$ cat config.mk
export PLATFORM = sky130hd
export DESIGN_NAME = bcd_updown_counter_n_flat
export DESIGN_NICKNAME = d
export VERILOG_FILES = /design/src/rtl/bcd_updown_counter_n_pkg.sv /design/src/rtl/bcd_updown_counter_n_if.sv /design/src/rtl/bcd_updown_counter_n_digit.sv /design/src/rtl/bcd_updown_counter_n.sv /design/src/flat_wrapper.sv
export SDC_FILE = /design/constraint.sdc
export NUM_CORES = 1
export LEC_CHECK = 0
export ABC_AREA = 1
export BUFFER_PORTS_ARGS = -buffer_cell sky130_fd_sc_hd__buf_2
export CORE_ASPECT_RATIO = 0.6
export CORE_MARGIN = 2
export CORE_UTILIZATION = 59
export CTS_BUF_LIST = sky130_fd_sc_hd__clkbuf_4
export CTS_CLUSTER_DIAMETER = 60
export DETAILED_ROUTE_END_ITERATION = 6
export MAX_ROUTING_LAYER = met4
export PLACE_DENSITY = 0.9
export SYNTH_ARGS = -nofsm -noshare
export SYNTH_HDL_FRONTEND = slang
export SYNTH_SLANG_ARGS = --single-unit
$ cat constraint.sdc
create_clock -name i_clk -period 2 [get_ports i_clk]
set_input_delay 0.3 -clock i_clk [delete_from_list [all_inputs] [get_ports i_clk]]
set_output_delay 0.3 -clock i_clk [all_outputs]
set_load 0.005 [all_outputs]
$ cat src/rtl/bcd_updown_counter_n_pkg.sv
// Shared BCD constants and the load-saturation helper used by the counter and its digits.
package bcd_pkg;

    localparam int         BCD_W   = 4;
    localparam logic [3:0] BCD_MAX = 4'd9;
    localparam logic [3:0] BCD_MIN = 4'd0;

    function automatic logic [BCD_W-1:0] bcd_sat(input logic [BCD_W-1:0] nibble);
        return (nibble > BCD_MAX) ? BCD_MAX : nibble;
    endfunction

endpackage

$ cat src/rtl/bcd_updown_counter_n_if.sv
// Control/data bundle of the BCD counter; names are from the counter's point of view.
interface bcd_updown_counter_n_if #(
    parameter int DIGITS = 4
);
    logic                  i_clr;
    logic                  i_load;
    logic [4*DIGITS-1:0]   i_d;
    logic                  i_en;
    logic                  i_up;
    logic [4*DIGITS-1:0]   o_q;
    logic                  o_tc;
    logic                  o_ovf;
    logic                  o_load_err;

    modport slave (
        input  i_clr, i_load, i_d, i_en, i_up,
        output o_q, o_tc, o_ovf, o_load_err
    );

    modport master (
        output i_clr, i_load, i_d, i_en, i_up,
        input  o_q, o_tc, o_ovf, o_load_err
    );
endinterface

$ cat src/rtl/bcd_updown_counter_n_digit.sv
// One BCD digit: clear/load/step with carry-out when stepping past its limit.
module bcd_digit
    import bcd_pkg::*;
(
    input  logic             i_clk,
    input  logic             i_rst,
    input  logic             i_clr,
    input  logic             i_load,
    input  logic [BCD_W-1:0] i_d_in,
    input  logic             i_ci,
    input  logic             i_up,
    output logic [BCD_W-1:0] o_q,
    output logic             o_co
);

    logic [BCD_W-1:0] r_q;
    logic             w_at_lim;

    assign w_at_lim = i_up ? (r_q == BCD_MAX) : (r_q == BCD_MIN);
    assign o_co     = i_ci & w_at_lim;
    assign o_q      = r_q;

    always_ff @(posedge i_clk) begin
        if (i_rst || i_clr) begin
            r_q <= BCD_MIN;
        end else if (i_load) begin
            r_q <= bcd_sat(i_d_in);
        end else if (i_ci) begin
            if (i_up) begin
                r_q <= (r_q == BCD_MAX) ? BCD_MIN : r_q + 4'd1;
            end else begin
                r_q <= (r_q == BCD_MIN) ? BCD_MAX : r_q - 4'd1;
            end
        end
    end

endmodule

$ cat src/rtl/bcd_updown_counter_n.sv
// Multi-digit BCD up/down counter: ripple carry chain of bcd_digit, wrap pulse and load-error flag.
module bcd_updown_counter_n
    import bcd_pkg::*;
#(
    parameter int DIGITS = 4
) (
    input  logic                   i_clk,
    input  logic                   i_rst,
    bcd_updown_counter_n_if.slave  bus
);

    logic [DIGITS:0]         w_carry;
    logic [DIGITS-1:0]       w_lim;
    logic [4*DIGITS-1:0]     w_q;
    logic                    w_bad_nib;
    logic                    r_ovf;
    logic                    r_load_err;

    assign w_carry[0] = bus.i_en;

    for (genvar gi = 0; gi < DIGITS; gi++) begin : g_digit
        logic [BCD_W-1:0] w_dq;

        bcd_digit u_digit (
            .i_clk  (i_clk),
            .i_rst  (i_rst),
            .i_clr  (bus.i_clr),
            .i_load (bus.i_load),
            .i_d_in (bus.i_d[BCD_W*gi +: BCD_W]),
            .i_ci   (w_carry[gi]),
            .i_up   (bus.i_up),
            .o_q    (w_dq),
            .o_co   (w_carry[gi+1])
        );

        assign w_q[BCD_W*gi +: BCD_W] = w_dq;
        assign w_lim[gi] = bus.i_up ? (w_dq == BCD_MAX) : (w_dq == BCD_MIN);
    end

    always_comb begin
        w_bad_nib = 1'b0;
        for (int i = 0; i < DIGITS; i++) begin
            if (bus.i_d[BCD_W*i +: BCD_W] > BCD_MAX) begin
                w_bad_nib = 1'b1;
            end
        end
    end

    // Carry out of the top digit already includes en, so it is exactly the wrap edge.
    always_ff @(posedge i_clk) begin
        if (i_rst) begin
            r_ovf      <= 1'b0;
            r_load_err <= 1'b0;
        end else if (bus.i_clr) begin
            r_ovf      <= 1'b0;
        end else if (bus.i_load) begin
            r_ovf      <= 1'b0;
            r_load_err <= w_bad_nib;
        end else begin
            r_ovf      <= w_carry[DIGITS];
        end
    end

    assign bus.o_q        = w_q;
    assign bus.o_tc       = &w_lim;
    assign bus.o_ovf      = r_ovf;
    assign bus.o_load_err = r_load_err;

endmodule

$ cat src/flat_wrapper.sv
// flat-port wrapper written by rule: the top's interface ports become plain ports
module bcd_updown_counter_n_flat import bcd_pkg::*;
#(
    parameter int DIGITS = 4
)
  (i_clk, i_rst, bus_i_clr, bus_i_load, bus_i_d, bus_i_en, bus_i_up, bus_o_q, bus_o_tc, bus_o_ovf, bus_o_load_err);
  bcd_updown_counter_n_if #(.DIGITS(DIGITS)) bus_i ();
  input  logic i_clk;
  input  logic i_rst;
  input wire logic [$bits(bus_i.i_clr)-1:0] bus_i_clr;
  input wire logic [$bits(bus_i.i_load)-1:0] bus_i_load;
  input wire logic [$bits(bus_i.i_d)-1:0] bus_i_d;
  input wire logic [$bits(bus_i.i_en)-1:0] bus_i_en;
  input wire logic [$bits(bus_i.i_up)-1:0] bus_i_up;
  output wire logic [$bits(bus_i.o_q)-1:0] bus_o_q;
  output wire logic [$bits(bus_i.o_tc)-1:0] bus_o_tc;
  output wire logic [$bits(bus_i.o_ovf)-1:0] bus_o_ovf;
  output wire logic [$bits(bus_i.o_load_err)-1:0] bus_o_load_err;
  assign bus_i.i_clr = bus_i_clr;
  assign bus_i.i_load = bus_i_load;
  assign bus_i.i_d = bus_i_d;
  assign bus_i.i_en = bus_i_en;
  assign bus_i.i_up = bus_i_up;
  assign bus_o_q = bus_i.o_q;
  assign bus_o_tc = bus_i.o_tc;
  assign bus_o_ovf = bus_i.o_ovf;
  assign bus_o_load_err = bus_i.o_load_err;
  bcd_updown_counter_n #(.DIGITS(DIGITS)) u_core (.i_clk(i_clk), .i_rst(i_rst), .bus(bus_i));
endmodule
==> reports/results.tsv <==
stage	metric	value	unit
worst_setup_path	reg2reg_to	u_core.g_digit[3].u_digit.o_q[1]	
yosys	seq_area_frac_synth	23.3	%
clocking	clk_pin_slew	0.11	ns
grt	antenna_found_initial	0	
floorplanning	die_area	0.00306	mm2
yosys	syn_area	0.00155	mm2
sta	fmax	534	MHz
status	run_status	complete, no violations	
layout	diodes	0	
grt	grt_use_met3	5.58	%
layout	fin_area	0.00183	mm2
routing	dr.pass1.iters	6	
worst_setup_path	arrival	1.57	ns
place	place_congestion	0.889	
grt	grtUsageMet1	42.1	%
flow_run	max-cap-violations	0	
layout	syn2layout_area_growth	18.4	%
worst_setup_path	path_cells	inv_1, nand2_1, nor2_1, o21ai_1, nor3_1, buf_2	
grt	busiest_layer	met2	
worst_setup_path	worstPathMaxFanout	6	
yosys	synth_cell_types	31	
routing	drt_wl_total	4180	um
worst_setup_path	cp.depth	6	
routing	drtAntennaViolNets	0	
clocking	cts_sinks	18	
layout	postLayoutCoreUtil	73.1	%
routing	routedWlPerCell	12.0	um
grt	grt_overflow	0	
sta	tightest_slew	0.506	ns
yosys	syn_nets	295	
sta	fin_skew	0.00761	ns
clocking	cts_buffers	3	
worst_setup_path	crit_end	bus_o_tc	
yosys	syn-instance-count	273	
worst_setup_path	crit_required	1.70	ns
clocking	cts_root_buf	clkbuf_4	
layout	drive_gt1_share	23.8	%
power_and_ir_drop	ir_drop	0.282	mV
sta	tns	0	ns
grt	grt_use_met2	42.5	%
yosys	synth_seq_cells	18	
worst_setup_path	critPathBufInv	2	
grt	grt_max_degree	18	
worst_setup_path	end_kind	primary output	
clocking	cts-hold-fix-buffers	0	
yosys	synth_edf_count	0	
yosys	ys_async_sr_fraction	0	%
sta	max_slew_margin	66.2	%
sta	rsz0062_at_grt	no	
floorplanning	start_util	61.8	%
floorplanning	die_y	43.7	um
place	place_area	0.00179	mm2
sta	period_needed	1.87	ns
routing	drc	0	
routing	drt_iter0_markers	183	
clocking	insertion_delay	0.30	ns
power_and_ir_drop	p_per_area	486	mW/mm2
sta	timing.final.ws_setup	0.127	ns
grt	grt_pass1_vias	1520	
floorplanning	num_io_pins	41	
floorplanning	std_cell_rows	14	
clocking	cts_tree	done	
worst_setup_path	reg2regPathDepth	9	
layout	final_nets	338	
worst_setup_path	critical_path_class	flip-flop to primary output	
sta	setup_violations	0	
yosys	ys.flop_type	dfxtp_1	
sta	hold_viol	0	
power_and_ir_drop	cellLeakagePower	0.968	nW
place	port_buffers	40	
sta	hold_ws	0.158	ns
worst_setup_path	max_stage_delay	0.38	ns
yosys	ys_warn_count	0	
layout	fillers	228	
place	dp_slack	0.337	ns
routing	vias_per_cell	5.38	
grt	grt_first_pass_wirelength	6890	um
worst_setup_path	crit_slowest_cell	dfxtp_1	
worst_setup_path	crit_start	u_core.g_digit[3].u_digit.o_q[2]	
floorplanning	core	0.00250	mm2
worst_setup_path	setup.worst_path.start_class	flip-flop	
clocking	h-tree-depth	1	
worst_hold_path	hp-class	primary input to flip-flop	
clocking	cts-resized-gates	0	
sta	fin_crit_sh	93.6	%
clocking	postCtsSetupBuffers	0	
place	hpwl	3190	um
sta	drv_slew	0	
worst_setup_path	timing.rr.start	u_core.g_digit[0].u_digit.o_q[3]	
clocking	clk_path_buf_depth	2	
routing	num_vias	1867	
grt	grtUsageTotal	29.2	%
yosys	syn_avg_cell_area	5.67	um2
floorplanning	die_x	70.1	um
worst_setup_path	rrSetupSlack	0.47	ns
worst_setup_path	critPathTopFamily	simple AND/OR/NAND/NOR gates	
## metrics by stage
| step | power (mW) | instances |
|---|---|---|
| 3_3_place_gp | 0.687 | 343 |
| 5_1_grt | 0.947 | 347 |
| 4_1_cts | 0.883 | 347 |
| 3_5_place_dp | 0.692 | 343 |
| 2_1_floorplan | 0.601 | 273 |
| 6_report | 0.891 | 347 |
## worst reg2reg max path: cells and delay by family (launching register included)
family	cells	cell delay [ns]
DFF	1	0.48
buffers and inverters	1	0.07
AOI/OAI and AO/OA	1	0.25
and+or+nand+nor	7	0.65
## cells in the mapped netlist (4+ instances only)
cell type,instances,share of area (%)
o211ai_1,4,1.9
inv_1,29,7.0
dfxtp_1,18,23
nor2_1,43,10
nand3_1,31,10
nor2_2,4,1.6
nand2_1,65,16
a21oi_1,12,3.9
inv_2,6,1.5
buf_2,4,1.3
nand2_2,5,2.0
o21ai_0,26,8.4
## report_power, final
| part | total (mW) | switching [mW] | internal, mW |
|---|---|---|---|
| sequential | 0.404 | 0.0276 | 0.376 |
| clock | 0.195 | 0.123 | 0.0728 |
| combinational | 0.291 | 0.179 | 0.113 |
## layout make-up
cell class | instances | area, um2 | share of cell area (%)
Clock buffer | 3 | 22.5 | 1.23
Clock inverter | 1 | 3.75 | 0.205
Inverter | 35 | 131 | 7.17
Multi-Input combinational cell | 213 | 1030 | 56.4
Sequential cell | 18 | 363 | 19.8
Tap cell | 32 | 40.0 | 2.19
Timing Repair Buffer | 45 | 238 | 13.0
## state kept, by name, indices dropped and copies added (netlist names)
register                    cells
u_core.g_digit.u_digit.o_q     16
u_core.bus.o_ovf                1
u_core.bus.o_load_err           1
## cell usage in the layout, fill, tap and decap left out, types with 2 or more instances in the layout
master | Yosys | layout
inv_2 | 6 | 7
nor2_4 | 1 | 2
buf_4 | 0 | 5
o21ai_0 | 26 | 26
a21oi_1 | 12 | 12
nor3_1 | 3 | 3
nor2_2 | 4 | 5
nand2_1 | 65 | 65
clkbuf_4 | 0 | 3
buf_2 | 4 | 40
nand4_1 | 2 | 2
a22oi_1 | 2 | 2
nand2_2 | 5 | 5
dfxtp_2 | 0 | 2
inv_1 | 29 | 28
dfxtp_1 | 18 | 16
nor2_1 | 43 | 41
a211oi_1 | 2 | 2
o21ai_1 | 2 | 2
nand3_1 | 31 | 31
o211ai_1 | 4 | 4
## layer usage
metal,up-vias,share of wire (%)
li1,977,-
met1,794,50
met2,92,42
met3,4,7.9
met4,0,0.69
met5,-,0
## worst min-delay path by stage
stage / depth (start not counted) / startpoint / slack, ns / end
CTS: 2 / i_rst / 0.15 / u_core.bus.o_load_err
finish: 2 / i_rst / 0.16 / u_core.bus.o_load_err
floorplan: 1 / i_rst / 0.38 / u_core.bus.o_load_err
detailed placement: 2 / u_core.bus.o_load_err / 0.45 / u_core.bus.o_load_err
global route: 2 / i_rst / 0.17 / u_core.bus.o_load_err
global placement: 2 / u_core.bus.o_load_err / 0.44 / u_core.bus.o_load_err
## logic make-up after synthesis
family / after synthesis / share of synthesized area (%)
and+or+nand+nor: 159 / 45.5
AOI/OAI and AO/OA: 53 / 20.0
buffers and inverters: 42 / 10.6
DFF: 18 / 23.3
xor gates and xnor gates: 1 / 0.566
(Power assumes the default switching activity.)
